File: src/rtl/decoder_frame_ctrl_if.sv
// Handshake and data bundle between the frame controller and its neighbours.
// The slave modport is the controller's view of the bundle; the master modport is its environment's view.
interface decoder_frame_ctrl_if #(
    parameter int WIDTH_IN  = 8,
    parameter int N_LLRS    = 4,
    parameter int WIDTH_OUT = 8,
    parameter int N_V       = 31,
    parameter int CNT_W     = 8
);
    logic [N_LLRS*WIDTH_IN-1:0] in_data;
    logic                       in_first;
    logic                       in_valid;
    logic                       in_ready;
    logic [N_V*WIDTH_IN-1:0]    core_llrs;
    logic                       core_start;
    logic                       core_done;
    logic [N_V-1:0]             core_cw;
    logic [WIDTH_OUT-1:0]       out_data;
    logic                       out_valid;
    logic                       out_first;
    logic                       out_last;
    logic                       out_ready;
    logic                       busy;
    logic [CNT_W-1:0]           frame_cnt;
    logic [CNT_W-1:0]           err_cnt;

    modport master (
        output in_data, in_first, in_valid, core_done, core_cw, out_ready,
        input  in_ready, core_llrs, core_start, out_data, out_valid, out_first, out_last,
               busy, frame_cnt, err_cnt
    );

    modport slave (
        input  in_data, in_first, in_valid, core_done, core_cw, out_ready,
        output in_ready, core_llrs, core_start, out_data, out_valid, out_first, out_last,
               busy, frame_cnt, err_cnt
    );
endinterface

File: src/rtl/decoder_frame_ctrl.sv
// Frame I/O controller: assembles an LLR frame, runs the core handshake, streams the codeword out.
// DEC_HARD_BYPASS_EN: skip the core and emit hard decisions (LLR sign bits) as the codeword.
module decoder_frame_ctrl #(
    parameter int WIDTH_IN  = 8,
    parameter int N_LLRS    = 4,
    parameter int WIDTH_OUT = 8,
    parameter int N_V       = 31,
    parameter int CNT_W     = 8
) (
    input logic                 clk,
    input logic                 rst,
    decoder_frame_ctrl_if.slave bus
);
    localparam int IN_BEATS  = (N_V - 1) / N_LLRS + 1;
    localparam int FIRST_IN  = (N_V - 1) % N_LLRS + 1;
    localparam int OUT_BEATS = (N_V - 1) / WIDTH_OUT + 1;
    localparam int FRAME_W   = N_V * WIDTH_IN;
    localparam int BEAT_W    = N_LLRS * WIDTH_IN;
    localparam int SR_W      = OUT_BEATS * WIDTH_OUT;
    localparam int IB_W      = $clog2(IN_BEATS + 1);
    localparam int OB_W      = $clog2(OUT_BEATS + 1);
`ifdef DEC_HARD_BYPASS_EN
    localparam bit BYPASS = 1'b1;
`else
    localparam bit BYPASS = 1'b0;
`endif

    typedef enum logic [2:0] {IDLE, LOAD, START, WAIT, SEND} state_t;

    state_t            state, state_nx;
    logic              alive;
    logic [FRAME_W-1:0] frame;
    logic [SR_W-1:0]   out_sr;
    logic [SR_W-1:0]   cw_ext;
    logic [N_V-1:0]    cw_src;
    logic [IB_W-1:0]   in_cnt;
    logic [OB_W-1:0]   out_cnt;
    logic [CNT_W-1:0]  frame_cnt;
    logic [CNT_W-1:0]  err_cnt;
    logic              in_ready, out_valid, core_start;
    logic              accept, first_acc, last_in, out_acc, last_out, capture;

    assign in_ready  = alive && (state == IDLE || state == LOAD);
    assign out_valid = (state == SEND);
    assign accept    = bus.in_valid && in_ready;
    assign first_acc = accept && bus.in_first;
    assign last_in   = (in_cnt == IB_W'(IN_BEATS - 1));
    assign out_acc   = out_valid && bus.out_ready;
    assign last_out  = (out_cnt == OB_W'(OUT_BEATS - 1));

`ifdef DEC_HARD_BYPASS_EN
    logic unused_core;
    assign unused_core = ^{bus.core_done, bus.core_cw};
    assign capture     = (state == START);
    always_comb begin
        cw_src = '0;
        for (int unsigned i = 0; i < N_V; i++) begin
            cw_src[i] = frame[i*WIDTH_IN + WIDTH_IN - 1];
        end
    end
`else
    assign capture = (state == WAIT) && bus.core_done;
    assign cw_src  = bus.core_cw;
`endif

    // Codeword is right-aligned in the shift register so the first beat carries the zero padding.
    always_comb begin
        cw_ext            = '0;
        cw_ext[N_V-1:0]   = cw_src;
    end

    always_ff @(posedge clk or posedge rst) begin
        if (rst) begin
            state <= IDLE;
        end else begin
            state <= state_nx;
        end
    end

    always_comb begin
        state_nx   = state;
        core_start = 1'b0;
        unique case (state)
            IDLE: begin
                if (first_acc) state_nx = (IN_BEATS == 1) ? START : LOAD;
            end
            LOAD: begin
                if (first_acc)               state_nx = (IN_BEATS == 1) ? START : LOAD;
                else if (accept && last_in)  state_nx = START;
            end
            START: begin
                core_start = !BYPASS;
                state_nx   = BYPASS ? SEND : WAIT;
            end
            WAIT: begin
                if (capture) state_nx = SEND;
            end
            SEND: begin
                if (out_acc && last_out) state_nx = IDLE;
            end
            default: state_nx = IDLE;
        endcase
    end

    always_ff @(posedge clk or posedge rst) begin
        if (rst) begin
            alive     <= 1'b0;
            frame     <= '0;
            in_cnt    <= '0;
            out_sr    <= '0;
            out_cnt   <= '0;
            frame_cnt <= '0;
            err_cnt   <= '0;
        end else begin
            alive <= 1'b1;
            // A first beat always restarts assembly; in LOAD it also counts as an error.
            if (first_acc) begin
                frame  <= FRAME_W'(bus.in_data[FIRST_IN*WIDTH_IN-1:0]);
                in_cnt <= IB_W'(1);
                if (state == LOAD && err_cnt != '1) err_cnt <= err_cnt + 1'b1;
            end else if (accept && state == LOAD) begin
                frame  <= (frame << BEAT_W) | FRAME_W'(bus.in_data);
                in_cnt <= in_cnt + 1'b1;
            end
            if (capture) begin
                out_sr  <= cw_ext;
                out_cnt <= '0;
            end else if (out_acc) begin
                out_sr  <= out_sr << WIDTH_OUT;
                out_cnt <= out_cnt + 1'b1;
                if (last_out) frame_cnt <= frame_cnt + 1'b1;
            end
        end
    end

    assign bus.in_ready   = in_ready;
    assign bus.core_llrs  = frame;
    assign bus.core_start = core_start;
    assign bus.out_data   = out_sr[SR_W-1 -: WIDTH_OUT];
    assign bus.out_valid  = out_valid;
    assign bus.out_first  = out_valid && (out_cnt == '0);
    assign bus.out_last   = out_valid && last_out;
    assign bus.busy       = (state != IDLE);
    assign bus.frame_cnt  = frame_cnt;
    assign bus.err_cnt    = err_cnt;
endmodule

File: src/flat_wrapper.sv
// flat-port wrapper written by rule: the top's interface ports become plain ports
module decoder_frame_ctrl_flat 
#(
    parameter int WIDTH_IN  = 8,
    parameter int N_LLRS    = 4,
    parameter int WIDTH_OUT = 8,
    parameter int N_V       = 31,
    parameter int CNT_W     = 8
)
  (clk, rst, bus_in_data, bus_in_first, bus_in_valid, bus_core_done, bus_core_cw, bus_out_ready, bus_in_ready, bus_core_llrs, bus_core_start, bus_out_data, bus_out_valid, bus_out_first, bus_out_last, bus_busy, bus_frame_cnt, bus_err_cnt);
  decoder_frame_ctrl_if #(.WIDTH_IN(WIDTH_IN), .N_LLRS(N_LLRS), .WIDTH_OUT(WIDTH_OUT), .N_V(N_V), .CNT_W(CNT_W)) bus_i ();
  input logic clk;
  input logic rst;
  input wire logic [$bits(bus_i.in_data)-1:0] bus_in_data;
  input wire logic [$bits(bus_i.in_first)-1:0] bus_in_first;
  input wire logic [$bits(bus_i.in_valid)-1:0] bus_in_valid;
  input wire logic [$bits(bus_i.core_done)-1:0] bus_core_done;
  input wire logic [$bits(bus_i.core_cw)-1:0] bus_core_cw;
  input wire logic [$bits(bus_i.out_ready)-1:0] bus_out_ready;
  output wire logic [$bits(bus_i.in_ready)-1:0] bus_in_ready;
  output wire logic [$bits(bus_i.core_llrs)-1:0] bus_core_llrs;
  output wire logic [$bits(bus_i.core_start)-1:0] bus_core_start;
  output wire logic [$bits(bus_i.out_data)-1:0] bus_out_data;
  output wire logic [$bits(bus_i.out_valid)-1:0] bus_out_valid;
  output wire logic [$bits(bus_i.out_first)-1:0] bus_out_first;
  output wire logic [$bits(bus_i.out_last)-1:0] bus_out_last;
  output wire logic [$bits(bus_i.busy)-1:0] bus_busy;
  output wire logic [$bits(bus_i.frame_cnt)-1:0] bus_frame_cnt;
  output wire logic [$bits(bus_i.err_cnt)-1:0] bus_err_cnt;
  assign bus_i.in_data = bus_in_data;
  assign bus_i.in_first = bus_in_first;
  assign bus_i.in_valid = bus_in_valid;
  assign bus_i.core_done = bus_core_done;
  assign bus_i.core_cw = bus_core_cw;
  assign bus_i.out_ready = bus_out_ready;
  assign bus_in_ready = bus_i.in_ready;
  assign bus_core_llrs = bus_i.core_llrs;
  assign bus_core_start = bus_i.core_start;
  assign bus_out_data = bus_i.out_data;
  assign bus_out_valid = bus_i.out_valid;
  assign bus_out_first = bus_i.out_first;
  assign bus_out_last = bus_i.out_last;
  assign bus_busy = bus_i.busy;
  assign bus_frame_cnt = bus_i.frame_cnt;
  assign bus_err_cnt = bus_i.err_cnt;
  decoder_frame_ctrl #(.WIDTH_IN(WIDTH_IN), .N_LLRS(N_LLRS), .WIDTH_OUT(WIDTH_OUT), .N_V(N_V), .CNT_W(CNT_W)) u_core (.clk(clk), .rst(rst), .bus(bus_i));
endmodule
File: config.mk
export PLATFORM = sky130hd
export DESIGN_NAME = decoder_frame_ctrl_flat
export DESIGN_NICKNAME = d
export VERILOG_FILES = /design/src/rtl/decoder_frame_ctrl_if.sv /design/src/rtl/decoder_frame_ctrl.sv /design/src/flat_wrapper.sv
export SDC_FILE = /design/constraint.sdc
export NUM_CORES = 1
export LEC_CHECK = 0
export BUFFER_PORTS_ARGS = -buffer_cell sky130_fd_sc_hd__buf_4
export CAP_MARGIN = 20
export CORE_AREA = 10 10 192 140
export DETAILED_ROUTE_END_ITERATION = 10
export DIE_AREA = 0 0 202 150
export PLACE_DENSITY_LB_ADDON = 0.12
export SETUP_SLACK_MARGIN = 0.02
export SYNTH_ARGS = -nofsm -noshare
export SYNTH_HDL_FRONTEND = slang
export SYNTH_SLANG_ARGS = --single-unit
File: constraint.sdc
create_clock -name clk -period 11.6 [get_ports clk]
set_input_delay 1.74 -clock clk [delete_from_list [all_inputs] [get_ports clk]]
set_output_delay 1.74 -clock clk [all_outputs]
set_load 0.005 [all_outputs]
---- After elaboration in Yosys (flattened, before gate mapping) ----
Index checks and enable logic that the tools add are counted.
cells by class
  add/subtract/negate cells ............... 4
  eq/ne operators ......................... 11
  mux-type cells .......................... 15
  bitwise gates (word level) .............. 2
  reduce and logical (&&, ||, !) cells .... 20
operators with widths
  operator             number
  $mux 248             2
  $or 248x32->248      1
  $mux 32              2
  $mux 3               7
  $add 8x1->8 const B  2
  $pmux 3 s5           1
  $logic_and 1x1->1    11
  $eq 3x2->1 const B   3
  $mux 4               2
  $ne 8x8->1 const B   1
  $logic_not 3->1      2
  $add 4x1->4 const B  1
  $eq 4x3->1 const B   1
  $ne 2x1->1 const B   2
  $reduce_and 4->1     1
  $reduce_bool 2->1    2
  $add 3x1->3 const B  1
  $eq 3x1->1 const B   1
  $eq 3x3->1 const B   1
  $ne 3x2->1 const B   1
  $reduce_and 3->1     1
  $reduce_bool 3->1    1
  $ne 2x2->1 const B   1
  $reduce_and 2->1     1
  other kinds (3)      3
word-level totals
  bits in registers ....................... 307
  input bits .............................. 69
  output and inout bits ................... 278
  word-level logic and storage cells ...... 60

---- Logic depth before layout (Yosys ltp) ----
  depth after elaboration ................. 8
  gate-level depth with buffers ........... 7
  gate-level depth less buffers ........... 6

---- Worst setup path before layout ----
OpenSTA, ideal clock, no wires.
  path type ............................... register -> output
  from .................................... register u_core.state[0]
  to ...................................... output bus_out_first
  data arrival time ....................... 1.232 ns
  data required time ...................... 9.860 ns
  setup slack ............................. 8.628 ns
  cell stages (with the launch flop) ...... 5
  buffers on the path ..................... 2
  path through ............................ dfrtp_1 -> buf_2 -> buf_2 -> nor3b_1 -> and3_1
between the ends
  cells in the longest elaborated chain, start to end .. 2
ends and longest elaborated chain
  element                   RTL line                   source
  start: declaration        decoder_frame_ctrl.sv:30   state_t state, state_nx;
  start signal: assignment  decoder_frame_ctrl.sv:76   state <= state_nx;
  $eq 3x3->1                decoder_frame_ctrl.sv:44   assign out_valid = (state == SEND);
  named net bus_out_valid   flat_wrapper.sv:24         output wire logic [$bits(bus_i.out_valid)-1:0] bus_out_valid;
  $logic_and 1x1->1         decoder_frame_ctrl.sv:141  assign bus.out_first = out_valid && (out_cnt == '0);
  end: declaration          flat_wrapper.sv:25         output wire logic [$bits(bus_i.out_first)-1:0] bus_out_first;
The timed path passes the listed nets, and every way through them passes these cells.

---- Final worst setup path ----
  from .................................... input bus_in_valid
  to ...................................... register u_core.frame[36], in the netlist u_core.bus.core_llrs[36]
between the ends
  cells in the longest elaborated chain, start to end .. 3
ends and longest elaborated chain
  element                                               RTL line                                             source
  start: declaration                                    flat_wrapper.sv:16                                   input wire logic [$bits(bus_i.in_valid)-1:0] bus_in_valid;
  $logic_and 1x1->1 *                                   decoder_frame_ctrl.sv:45                             assign accept = bus.in_valid && in_ready;
  $logic_and 1x1->1, on equally long branches           decoder_frame_ctrl.sv:46, decoder_frame_ctrl.sv:121
  $mux 248 / $reduce_bool 2->1 (equally long branches)  -
  end signal: assignment                                decoder_frame_ctrl.sv:118                            frame <= FRAME_W'(bus.in_data[FIRST_IN*WIDTH_IN-1:0]);
  end signal: assignment                                decoder_frame_ctrl.sv:122                            frame <= (frame << BEAT_W) | FRAME_W'(bus.in_data);
  end: declaration                                      decoder_frame_ctrl.sv:32                             logic [FRAME_W-1:0] frame;
Every way passes the cells marked *; elsewhere a longest branch is shown, timed or not.
A chain may end at the register's enable or synchronous reset.

==> impl_metrics.tcl <==
set metrics [dict create \
    synth_compound_area_frac 0.164 \
    syn_area_um2 11900 \
    holdPathStages 1 \
    synthAdderAreaFrac 0.00630 \
    power_mw 2.56 \
    dp_hpwl_um 25200 \
    worstHoldStart "u_core.bus.frame_cnt[7]$_DFFE_PP0P_" \
    num_antenna_cells 0 \
    dpl_cell_area_um2 14500 \
    critPathKind "primary input to flip-flop" \
    first_iter_violations 804 \
    core_area_um2 23200 \
    cts_buffers 30 \
    setup_violations 0 \
    die_y_um 150 \
    antenna_found_initial 0 \
    status "finished, final reports clean" \
    reg2reg_slack_ps 7560 \
    yosys.area_share.simple 0.107 \
    ys_seq_elements 307 \
    via_count 9070 \
    setup.worst_path.end_class "flip-flop" \
    clk_pin_slew_ps 60 \
    finClkSkew_ps 15.1 \
    nNetsFinal 1398 \
    grtUsageTotal 0.227 \
    gr-total-overflow 0 \
    power_density_nw_per_um2 164 \
    period_share 0.404 \
    viasPerCell 5.45 \
    worstReg2RegStart "u_core.state[1]$_DFFE_PP0P_" \
    synth_xor_area_frac 0.00808 \
    period_needed_ps 4690 \
    finalInstanceArea_um2 15600 \
    synth_nets 1100 \
    yosys_warnings 0 \
    grt_max_degree 176 \
    drt.antenna.violating_nets 0 \
    min_to "u_core.bus.frame_cnt[7]$_DFFE_PP0P_" \
    setup_ws_ps 6910 \
    irDropWorstVdd_mv 0.139 \
    clock.fmax_mhz 213 \
    cts_root_buffer "clkbuf_16" \
    die-area_um2 30300 \
    grt_pass1_vias 8769 \
    post_cts_buffers 0 \
    tritoncts "yes" \
    die_w_um 202 \
    arrival_ps 5160 \
    cp-start-kind "primary input" \
    first_pass_iters 5 \
    critPathSlowestCell "nor2_4" \
    synth_top_family_by_area "compound AO/OA/AOI/OAI gates" \
    cts_resized 0 \
    synthFlopType "dfrtp_1" \
    required_ps 12080 \
    cts_sinks 307 \
    htreeDepth 1 \
    io_pins 347 \
    slew_headroom 0.264 \
    cpMostUsedCell "buf_4" \
    dp_slack_ps 6390 \
    r2r-end "u_core.bus.core_llrs[36]$_DFFE_PP0P_" \
    grt_pass1_wl_um 54700 \
    yosysSeqAreaShare 0.645 \
    critPathMaxStageDelay_ps 970 \
    hold_class "flip-flop to flip-flop" \
    finalSetupTns_ps 0 \
    ys_types 47 \
    rows 47 \
    hold_violations 0 \
    synth_cells 1025 \
    routedWlPerCell_um 21.4 \
    cp_cell_sequence "buf_4 > and4bb_1 > nand2_4 > nor2_4 > buf_4 > a22o_1" \
    synth.mux.area_fraction 0.0290 \
    cts_buffer_depth 3 \
    crit_fanout 103 \
    max_cap_viol_count 0 \
    rsz0062_at_grt "no" \
    finalMaxSlewViolations 0 \
    clk_latency_ps 540 \
    syn_to_final_growth_pct 30.8 \
    async_reset_ff_frac 1.00 \
    rr_worst_depth 5 \
    start_util 0.513 \
    tightest_slew_ps 1100 \
    synth_edf_count 0 \
    p_leak_nw 7.85 \
    layout-drive-gt1-share 0.326 \
    post-route-drc-count 0 \
    gp_congestion 0.807 \
    nFillCells 1790 \
    drt-total-wl_um 35700 \
    syn_avg_cell_area_um2 11.6 \
    port_buffers 346 \
    startpoint "bus_in_valid" \
    hold_buffers 0 \
]
worst max-delay path by stage:
stage / end / slack [ps] / depth (start not counted)
finish: u_core.bus.core_llrs[36]$_DFFE_PP0P_ / 6910 / 6
detailed placement: u_core.bus.core_llrs[59]$_DFFE_PP0P_ / 6390 / 6
CTS: u_core.bus.core_llrs[36]$_DFFE_PP0P_ / 6950 / 6
floorplan: u_core.alive$_DFF_PP0_ / 1370 / 1
global route: u_core.bus.core_llrs[96]$_DFFE_PP0P_ / 6670 / 6
global placement: u_core.bus.core_llrs[34]$_DFFE_PP0P_ / 6450 / 6
cells in the final DEF, fill, tap and decap left out, types with 2 or more instances in the layout:
master and n:
bufinv_16 4, mux2_2 27, a31oi_1 20, inv_1 5, nor3_1 3, and2_1 2, nor3b_1 2, buf_4 352
a311oi_1 2, clkbuf_8 5, o21ai_0 5, a22oi_1 3, and2_4 2, dfrtp_1 307, ha_1 6, xor2_1 5
clkinv_2 9, clkbuf_16 31, a21oi_1 91, and3_1 7, nand2_1 234, mux2i_1 3, a22o_1 144, nand4_1 4
nor2_1 29, clkbuf_1 5, nand3_1 9, xnor2_1 6
power by group:
group          switching (mW)  internal [mW]  total (mW)
sequential             0.0864           1.15        1.24
clock                   0.408          0.609        1.02
combinational           0.144          0.161       0.305
total                   0.638           1.92        2.56
worst max-delay path: cells and delay by family:
kind,cells,cell delay [ps]
AOI/OAI and AO/OA,1,290
buffers and inverters,2,1040
and+or+nand+nor,3,2000
sequential cells by signal, summed over array words and instances, names as in the netlist:
signal,count
u_core.out_sr,32
u_core.state,3
u_core.bus.core_llrs,248
u_core.in_cnt,4
u_core.bus.frame_cnt,8
u_core.out_cnt,3
u_core.alive,1
u_core.bus.err_cnt,8
cell usage after synthesis, drive strengths merged (2+ instances only):
cell type  instances  share of area
dfrtp            307           0.64
nand2            235          0.075
a22o             144           0.11
a21oi             91          0.038
buf               65          0.032
nor2              30          0.010
mux2              28          0.026
clkbuf            22         0.0069
a31oi             20          0.010
nand3              9         0.0038
and3               7         0.0037
ha                 6         0.0063
inv                6         0.0019
o21ai              6         0.0028
xnor2              6         0.0044
xor2               5         0.0037
and2               4         0.0021
nand4              4         0.0021
a22oi              3         0.0019
mux2i              3         0.0025
nor3               3         0.0013
a311oi             2         0.0015
nor3b              2         0.0013
or2                2         0.0011
metrics by stage:
step	hold WS, ps	utilization	instances
floorplan	447	-	1025
global placement	463	0.626	1609
detailed placement	468	0.626	1609
CTS	478	0.671	1665
global route	501	0.671	1665
finish	477	0.671	1665
per-layer routing:
metal / up-vias / global-route usage / part of all wire
met1: 4484 / 0.337 / 0.47
li1: 4210 / - / -
met4: 0 / 0.0457 / 0.018
met3: 39 / 0.0637 / 0.084
met5: - / 0 / 0
met2: 337 / 0.323 / 0.43
final cells by class:
type | instances | area [um^2] | share of cell area
Multi-Input combinational cell | 625 | 3770 | 0.242
Sequential cell | 307 | 7680 | 0.493
Tap cell | 318 | 398 | 0.0255
Clock buffer | 41 | 863 | 0.0554
Clock inverter | 15 | 181 | 0.0116
Timing Repair Buffer | 353 | 2660 | 0.171
Inverter | 6 | 30.0 | 0.00193
kinds of logic (layout without fill, tap and decap cells):
family / after synthesis / after routing
AND/OR/NAND/NOR: 305 / 305
other: 1 / 1
AO/OA/AOI/OAI: 271 / 271
buffers and inverters: 93 / 415
XOR/XNOR: 11 / 11
adder cells (fa/ha/maj): 6 / 6
flip-flops: 307 / 307
multiplexers: 31 / 31
(Power assumes the default switching activity.)
